==> src/rtl/lfsr_pkg.sv <==
// Shared types and constants for the lfsr_gen pseudo-random generator.
package lfsr_pkg;

  // Output slot occupancy.
  typedef enum logic {
    S_EMPTY = 1'b0,
    S_FULL  = 1'b1
  } slot_e;

  // Standard maximal-length Fibonacci tap masks.
  localparam logic [7:0]  TAPS_W8  = 8'hB8;
  localparam logic [15:0] TAPS_W16 = 16'hB400;
  localparam logic [31:0] TAPS_W32 = 32'h8020_0003;

endpackage

==> src/rtl/lfsr_if.sv <==
// Seed-load and output-stream signals of lfsr_gen.
// slave: the generator side; master: the seed source / consumer side.
interface lfsr_if #(
  parameter int unsigned WIDTH = 8,
  parameter int unsigned OUT_W = 1
) ();
  logic             seed_valid;
  logic [WIDTH-1:0] seed;
  logic             seed_ready;
  logic             en;
  logic             out_valid;
  logic             out_ready;
  logic [OUT_W-1:0] out_data;
  logic [WIDTH-1:0] state;
  logic             wrap;
  logic             lockup;

  modport slave (
    input  seed_valid, seed, en, out_ready,
    output seed_ready, out_valid, out_data, state, wrap, lockup
  );

  modport master (
    output seed_valid, seed, en, out_ready,
    input  seed_ready, out_valid, out_data, state, wrap, lockup
  );
endinterface

==> src/rtl/lfsr_step.sv <==
// One combinational Fibonacci LFSR step: shift left, feedback into bit 0,
// emitted bit is the MSB before the shift.
module lfsr_step #(
  parameter int unsigned      WIDTH   = 8,
  parameter logic [WIDTH-1:0] TAPS    = 8'hB8,
  parameter bit               INV_OUT = 1'b0
) (
  input  logic [WIDTH-1:0] state_i,
  output logic [WIDTH-1:0] next_o,
  output logic             bit_o
);

  // Single step of the shift register and its output bit.
  always_comb begin
    next_o = {state_i[WIDTH-2:0], ^(state_i & TAPS)};
    bit_o  = state_i[WIDTH-1] ^ INV_OUT;
  end

endmodule

==> src/rtl/lfsr_gen.sv <==
// Parametrised Fibonacci LFSR generator with valid/ready output stream,
// seed-load handshake, wrap detection and optional all-zero recovery.
// Optional feature macro: LFSR_LOCKUP_RECOVER_EN (zero state -> DEFAULT_SEED).
module lfsr_gen
  import lfsr_pkg::*;
#(
  parameter int unsigned      WIDTH        = 8,
  parameter logic [WIDTH-1:0] TAPS         = TAPS_W8,
  parameter int unsigned      OUT_W        = 1,
  parameter logic [WIDTH-1:0] DEFAULT_SEED = {{(WIDTH-1){1'b0}}, 1'b1},
  parameter bit               INV_OUT      = 1'b0
) (
  input  logic  clk,
  input  logic  rst,
  lfsr_if.slave bus
);

  slot_e                      slot_q, slot_d;
  logic [WIDTH-1:0]           state_q, state_d;
  logic [WIDTH-1:0]           ref_q, ref_d;
  logic [OUT_W-1:0]           data_q, data_d;
  logic                       wrap_q, wrap_d;
  logic [WIDTH-1:0]           seed_ld;
  logic                       slot_free;
  logic [OUT_W-1:0]           bits_w;
  logic [OUT_W-1:0]           hit_w;
  logic [OUT_W:0][WIDTH-1:0]  chain;
`ifdef LFSR_LOCKUP_RECOVER_EN
  logic [OUT_W-1:0]           zero_w;
  logic                       seed_zero;
  logic                       lockup_q, lockup_d;
`endif

  assign chain[0] = state_q;

  // OUT_W unrolled steps; each intermediate state is compared with the wrap
  // reference and, when recovery is built in, forced off zero.
  for (genvar k = 0; k < OUT_W; k++) begin : g_step
    logic [WIDTH-1:0] raw;

    lfsr_step #(
      .WIDTH   (WIDTH),
      .TAPS    (TAPS),
      .INV_OUT (INV_OUT)
    ) u_step (
      .state_i (chain[k]),
      .next_o  (raw),
      .bit_o   (bits_w[k])
    );

`ifdef LFSR_LOCKUP_RECOVER_EN
    assign zero_w[k]   = (raw == '0);
    assign chain[k+1]  = zero_w[k] ? DEFAULT_SEED : raw;
`else
    assign chain[k+1]  = raw;
`endif
    assign hit_w[k]    = (chain[k+1] == ref_q);
  end

`ifdef LFSR_LOCKUP_RECOVER_EN
  assign seed_zero = (bus.seed == '0);
  assign seed_ld   = seed_zero ? DEFAULT_SEED : bus.seed;
`else
  assign seed_ld   = bus.seed;
`endif

  assign slot_free = (slot_q == S_EMPTY) || bus.out_ready;

  // Next-state: seed load beats generation; otherwise fill or drain the slot.
  always_comb begin
    slot_d   = slot_q;
    state_d  = state_q;
    ref_d    = ref_q;
    data_d   = data_q;
    wrap_d   = 1'b0;
`ifdef LFSR_LOCKUP_RECOVER_EN
    lockup_d = 1'b0;
`endif
    if (bus.seed_valid && slot_free) begin
      state_d  = seed_ld;
      ref_d    = seed_ld;
      slot_d   = S_EMPTY;
`ifdef LFSR_LOCKUP_RECOVER_EN
      lockup_d = seed_zero;
`endif
    end else if (slot_free) begin
      if (bus.en) begin
        data_d   = bits_w;
        state_d  = chain[OUT_W];
        slot_d   = S_FULL;
        wrap_d   = |hit_w;
`ifdef LFSR_LOCKUP_RECOVER_EN
        lockup_d = |zero_w;
`endif
      end else begin
        slot_d = S_EMPTY;
      end
    end
  end

  // State registers with asynchronous reset.
  always_ff @(posedge clk or posedge rst) begin
    if (rst) begin
      slot_q   <= S_EMPTY;
      state_q  <= DEFAULT_SEED;
      ref_q    <= DEFAULT_SEED;
      data_q   <= '0;
      wrap_q   <= 1'b0;
`ifdef LFSR_LOCKUP_RECOVER_EN
      lockup_q <= 1'b0;
`endif
    end else begin
      slot_q   <= slot_d;
      state_q  <= state_d;
      ref_q    <= ref_d;
      data_q   <= data_d;
      wrap_q   <= wrap_d;
`ifdef LFSR_LOCKUP_RECOVER_EN
      lockup_q <= lockup_d;
`endif
    end
  end

  assign bus.seed_ready = slot_free;
  assign bus.out_valid  = (slot_q == S_FULL);
  assign bus.out_data   = data_q;
  assign bus.state      = state_q;
  assign bus.wrap       = wrap_q;
`ifdef LFSR_LOCKUP_RECOVER_EN
  assign bus.lockup     = lockup_q;
`else
  assign bus.lockup     = 1'b0;
`endif

endmodule

==> src/flat_wrapper.sv <==
// flat-port wrapper written by rule: the top's interface ports become plain ports
module lfsr_gen_flat import lfsr_pkg::*;
#(
  parameter int unsigned      WIDTH        = 8,
  parameter logic [WIDTH-1:0] TAPS         = TAPS_W8,
  parameter int unsigned      OUT_W        = 1,
  parameter logic [WIDTH-1:0] DEFAULT_SEED = {{(WIDTH-1){1'b0}}, 1'b1},
  parameter bit               INV_OUT      = 1'b0
)
  (clk, rst, bus_seed_valid, bus_seed, bus_en, bus_out_ready, bus_seed_ready, bus_out_valid, bus_out_data, bus_state, bus_wrap, bus_lockup);
  lfsr_if #(.WIDTH(WIDTH), .OUT_W(OUT_W)) bus_i ();
  input  logic clk;
  input  logic rst;
  input wire logic [$bits(bus_i.seed_valid)-1:0] bus_seed_valid;
  input wire logic [$bits(bus_i.seed)-1:0] bus_seed;
  input wire logic [$bits(bus_i.en)-1:0] bus_en;
  input wire logic [$bits(bus_i.out_ready)-1:0] bus_out_ready;
  output wire logic [$bits(bus_i.seed_ready)-1:0] bus_seed_ready;
  output wire logic [$bits(bus_i.out_valid)-1:0] bus_out_valid;
  output wire logic [$bits(bus_i.out_data)-1:0] bus_out_data;
  output wire logic [$bits(bus_i.state)-1:0] bus_state;
  output wire logic [$bits(bus_i.wrap)-1:0] bus_wrap;
  output wire logic [$bits(bus_i.lockup)-1:0] bus_lockup;
  assign bus_i.seed_valid = bus_seed_valid;
  assign bus_i.seed = bus_seed;
  assign bus_i.en = bus_en;
  assign bus_i.out_ready = bus_out_ready;
  assign bus_seed_ready = bus_i.seed_ready;
  assign bus_out_valid = bus_i.out_valid;
  assign bus_out_data = bus_i.out_data;
  assign bus_state = bus_i.state;
  assign bus_wrap = bus_i.wrap;
  assign bus_lockup = bus_i.lockup;
  lfsr_gen #(.WIDTH(WIDTH), .TAPS(TAPS), .OUT_W(OUT_W), .DEFAULT_SEED(DEFAULT_SEED), .INV_OUT(INV_OUT)) u_core (.clk(clk), .rst(rst), .bus(bus_i));
endmodule
==> config.mk <==
export PLATFORM = sky130hd
export DESIGN_NAME = lfsr_gen_flat
export DESIGN_NICKNAME = d
export VERILOG_FILES = /design/src/rtl/lfsr_pkg.sv /design/src/rtl/lfsr_if.sv /design/src/rtl/lfsr_step.sv /design/src/rtl/lfsr_gen.sv /design/src/flat_wrapper.sv
export SDC_FILE = /design/constraint.sdc
export NUM_CORES = 1
export LEC_CHECK = 0
export BUFFER_PORTS_ARGS = -buffer_cell sky130_fd_sc_hd__clkbuf_2
export CAP_MARGIN = 0
export CORE_MARGIN = 1
export CORE_UTILIZATION = 50
export DETAILED_ROUTE_END_ITERATION = 8
export MAX_ROUTING_LAYER = met4
export PLACE_DENSITY = 0.87
export RECOVER_POWER = 100
export SLEW_MARGIN = 5
export SYNTH_ARGS = -nofsm -noshare
export SYNTH_HDL_FRONTEND = slang
export SYNTH_SLANG_ARGS = --single-unit
==> constraint.sdc <==
create_clock -name clk -period 1.6 [get_ports clk]
set_clock_uncertainty 0.05 [all_clocks]
set_input_delay 0.16 -clock clk [delete_from_list [all_inputs] [get_ports clk]]
set_output_delay 0.16 -clock clk [all_outputs]
set_load 0.02 [all_outputs]
=== After elaboration in Yosys (flattened, before gate mapping) ===
Cells that the tools add are included.

* Flip-flop bits (word level): 19
* Bits in writable memories: 0
* Word-level logic and storage cells: 24
* Memories: 0
* Output and inout port bits: 13
* ROM bits: 0
* Bits in latches: 0

* Mux-type cells: 9
* Divide/modulo/power cells: 0
* Shift operators: 0
* Magnitude comparators: 0
* Bitwise logic cells: 2
* Reductions and logical operators: 7
* Equality and inequality tests: 1
* Add/subtract/negate cells: 0
* Multipliers: 0

{| class="wikitable"
|+ Operators by type and width
! operator !! count
|-
| two-way mux 8 bit || 3
|-
| equality test 8 bit || 1
|-
| parity 8 bit || 1
|-
| two-way mux 1 bit || 6
|-
| nonzero test 2 bit || 2
|-
| AND reduction 3 bit || 1
|-
| NOT 1 bit || 2
|-
| AND reduction 2 bit || 1
|-
| logical AND 1 bit || 1
|-
| logical OR 1 bit || 1
|}

=== Longest topological paths before layout ===
* Depth in word-level cells: 5
* Depth in mapped cells: 5

=== By module ===
A second synthesis with hierarchy kept.

* Cells, all modules: 79
* Area, all modules: 1042.2 um^2

{| class="wikitable"
|+ By module, submodules not included
! module !! instances !! area each (um^2) !! cells each !! sequential area each (um^2)
|-
| lfsr_gen || 1 || 955.9 || 68 || 478.0
|-
| lfsr_step || 1 || 86.3 || 11 || 0.0
|}

=== Worst setup path after synthesis ===
Ideal clock, no wire load.

* Kind: flip-flop to flip-flop
* Start: reg u_core.slot_q (netlist: u_core.bus.out_valid)
* End: reg u_core.state_q[0] (netlist: u_core.bus.state[0])
* Stages on the path, launching flop included: 6
* Data required time: 1467 ps
* Clock period less this slack: 1584 ps
* Setup slack: 16 ps
* Buffers on the path: 1
* Arrival: 1451 ps
* Library setup time: 83 ps
* Cell sequence: dfrtp_1 -> nor2b_1 -> buf_6 -> inv_1 -> o21ai_2 -> a221o_1

* Cells in the longest elaborated chain, start to end: 5
* Elaborated cells between the ends (all ways): 7
* Classes of those cells: 1 x mux; 1 x bitwise; 5 x reduce/logical

{| class="wikitable"
|+ Ends and longest elaborated chain
! element !! line !! text
|-
| from (decl) || lfsr_gen.sv:18 || <nowiki>slot_e slot_q, slot_d;</nowiki>
|-
| from (signal assigned) || lfsr_gen.sv:113 || <nowiki>slot_q <= slot_d;</nowiki>
|-
| NOT 1 bit * || lfsr_gen.sv:67 || <nowiki>assign slot_free = (slot_q == S_EMPTY) || bus.out_ready;</nowiki>
|-
| logical OR 1 bit * || lfsr_gen.sv:67 ||
|-
| named net bus_seed_ready || flat_wrapper.sv:18 || <nowiki>output wire logic [$bits(bus_i.seed_ready)-1:0] bus_seed_ready;</nowiki>
|-
| logical AND 1 bit || lfsr_gen.sv:79 || <nowiki>if (bus.seed_valid && slot_free) begin</nowiki>
|-
| nonzero test 2 bit (no source line) || n/a ||
|-
| AND reduction 2 bit (no source line) || n/a ||
|-
| to (signal assigned) || lfsr_gen.sv:114 || <nowiki>state_q <= state_d;</nowiki>
|-
| to (decl) || lfsr_gen.sv:19 || <nowiki>logic [WIDTH-1:0] state_q, state_d;</nowiki>
|}

Mark *: on every way through the listed nets, which the timed path passes. The rest lies on a longest branch.
A chain may end at the register's enable or synchronous reset.

=== Worst setup path in the final report ===
* Start: reg u_core.slot_q (netlist: u_core.bus.out_valid)
* End: out bus_seed_ready

* Cells in the longest elaborated chain, start to end: 2

{| class="wikitable"
|+ Ends and longest elaborated chain
! element !! line
|-
| NOT 1 bit || lfsr_gen.sv:67
|-
| logical OR 1 bit || lfsr_gen.sv:67
|-
| to (decl) || flat_wrapper.sv:18
|}

No other way between the ends.

==> reports/metrics.yaml <==
die:
  dieArea_um2: 2040
  fp.dieW_um: 45.2
  initial_core_util_pct: 53.4
  num_rows: 15
  io_pins: 26
  die_h_um: 45.2
  core-area_um2: 1750
clocking:
  cts.htree.levels: 1
  insertion_delay_ps: 300
  cts_buffers: 3
  clockBufferDepth: 2
  cts_tree: "done"
  clkSinkCount: 19
  root_buffer: "clkbuf_4"
  cts_resized: 0
  clkTransAtPathRegs_ps: 100
logic_synthesis:
  ys_async_sr_fraction_pct: 100
  ys_types: 25
  syn_avg_cell_area_um2: 12.8
  synth_seq_cells: 19
  synth_nets: 86
  synthCells: 73
  synth_top_flop_cell: "dfrtp_1"
  yosysMostFrequentCell: "dfrtp_1"
  syn_area_um2: 932
  yosysWarnings: 0
  netlist.area_leader.share_pct: 45.6
  synth_area_leaders: "dfrtp_1 (46%), mux2_2 (9.7%), o2bb2ai_1 (6.6%), a22oi_1 (5.6%), dfstp_2 (5.6%)"
  yosysSeqAreaShare_pct: 51.3
  synthTopCellsByCount: "dfrtp_1 (17), mux2_2 (8), a22oi_1 (7), o2bb2ai_1 (7), xor2_1 (6)"
  yosysTopAreaCell: "dfrtp_1"
  synth-edff-count: 0
setup_path:
  critPathRequiredTime_ps: 1390
  worstPathArrival_ps: 1230
  endpoint_kind: "primary output"
  start_kind: "flop"
  crit_type: "flop to primary output"
  path_max_fanout: 5
cells_and_area:
  regArea_um2: 478
  num_antenna_cells: 0
  design_area_um2: 1100
  layout.nets: 115
  area_growth_pct: 17.7
  multi_input_area_um2: 413
  drive_gt1_share_pct: 30.7
  fillerInstances: 159
timing:
  finalCritPeriodShare_pct: 89.8
  finalWorstSetupSlack_ps: 163
  worstMarginPinSlew_ps: 714
  maxSlewViolCount: 0
  finalSetupTns_ps: 0
  post-route-min-period_ps: 1440
  hold_violations: 0
  finalSetupViolations: 0
  max_freq_ghz: 0.696
  rsz0062_at_grt: "false"
  max_slew_margin_pct: 52.3
power:
  powerDensity_nw_per_um2: 1100
  leakage_nw: 0.493
  ir_worst_vdd_mv: 0.810
  p_total_mw: 1.21
detailed_routing:
  drtIter0Drc: 10
  routed_wl_mm: 1.89
  dr.pass1.iters: 4
  wl_per_cell_um: 15.0
  via_per_inst: 5.35
  via_count: 674
  ant_nets: 0
  drcViolationCount: 0
min_path:
  hp-class: "primary input to flop"
run_status:
  status: "completed"
placement:
  finalWeightedCongestion: 0.778
  io_buffers: 24
  place_hpwl_mm: 1.41
  post-place-ws_ps: 191
  placed_area_um2: 1080
grt:
  grt_pass1_wl_mm: 2.94
  grt_start_max_net_pins: 20
  antenna_found_initial: 0
  grt_pass1_vias: 623
  grt.overflow.total: 0
  grt.total_usage_pct: 22.2
flow_run:
  maxCapViolations: 0
per-layer routing:
layer  vias to the layer above  global-route usage (%)  part of all wire [%]
li1                        321                       -                     -
met3                         2                    8.40                   4.3
met5                         -                       -                     0
met4                         0                    7.27                  0.69
met1                       334                    27.5                    46
met2                        17                    33.3                    49
kinds of logic (layout without fill, tap and decap cells):
family	count (synthesis)	in the layout	synth area share, %
AOI/OAI and AO/OA	17	17	15.0
buffers and inverters	7	35	4.43
xor gates and xnor gates	11	11	12.8
muxes	8	8	9.66
other	1	1	0.402
DFF	19	19	51.3
and+or+nand+nor	10	10	6.44
metrics by stage:
step                      std cells  hold WS (ps)  utilization (%)
after floorplan                  73          59.6                -
after global placement          121           225             61.9
after detailed placement        121           233             61.9
after CTS                       126          47.4             63.9
after global routing            126          31.4             62.9
final                           126          53.5             62.9
cell usage in the layout, fill, tap and decap left out, drive strengths merged, types with 2 or more instances in the layout:
cell type,n
dfstp,2
mux2,8
inv,2
xor2,7
xnor2,3
dfrtp,17
nor4,2
nor2b,2
o2bb2ai,7
nand2,2
buf,3
clkbuf,29
a22oi,7
path summary, 6_finish.rpt:
check	from	to	slack [ps]	cells past startpoint
setup / recovery	u_core.bus.out_valid	bus_seed_ready	160	3
hold / removal	bus_seed[7]	u_core.ref_q[7]	50	2
setup reg to reg	u_core.bus.state[4]	u_core.bus.wrap	170	3
hold reg to reg	u_core.bus.out_data	u_core.bus.out_data	470	1
max in group asynchronous	rst	u_core.bus.out_valid	610	3
min in group asynchronous	rst	u_core.ref_q[2]	440	3
layout make-up:
cell class / count / share of cell area [%]
clock buffer: 4 / 2.39
sequential: 19 / 43.6
multi-input combinational: 47 / 37.6
timing repair buffer: 29 / 12.9
tap: 25 / 2.85
inverter: 2 / 0.684
worst max-delay path, stage by stage (launching register included):
cell,delay [ps]
dfrtp_1,390
nor2b_1,150
inv_1,140
clkbuf_1,250
sequential cells by signal, indices dropped and copies added, names as in the netlist:
register	count
u_core.ref_q	8
u_core.bus.state	8
u_core.bus.out_valid	1
u_core.bus.wrap	1
u_core.bus.out_data	1
power by group:
part	leakage (nW)	switching (mW)	internal [mW]
Combinational	0.250	0.182	0.161
Clock	0.0150	0.145	0.0973
Sequential	0.228	0.0700	0.554
Total	0.493	0.396	0.812
timing repair:
| item | in CTS | in global routing |
|---|---|---|
| hold endpoints to repair | 17 | 0 |
| setup buffers | 0 | 0 |
| hold buffers | 1 | 0 |
Note: power is estimated with default switching activity, not from simulation.
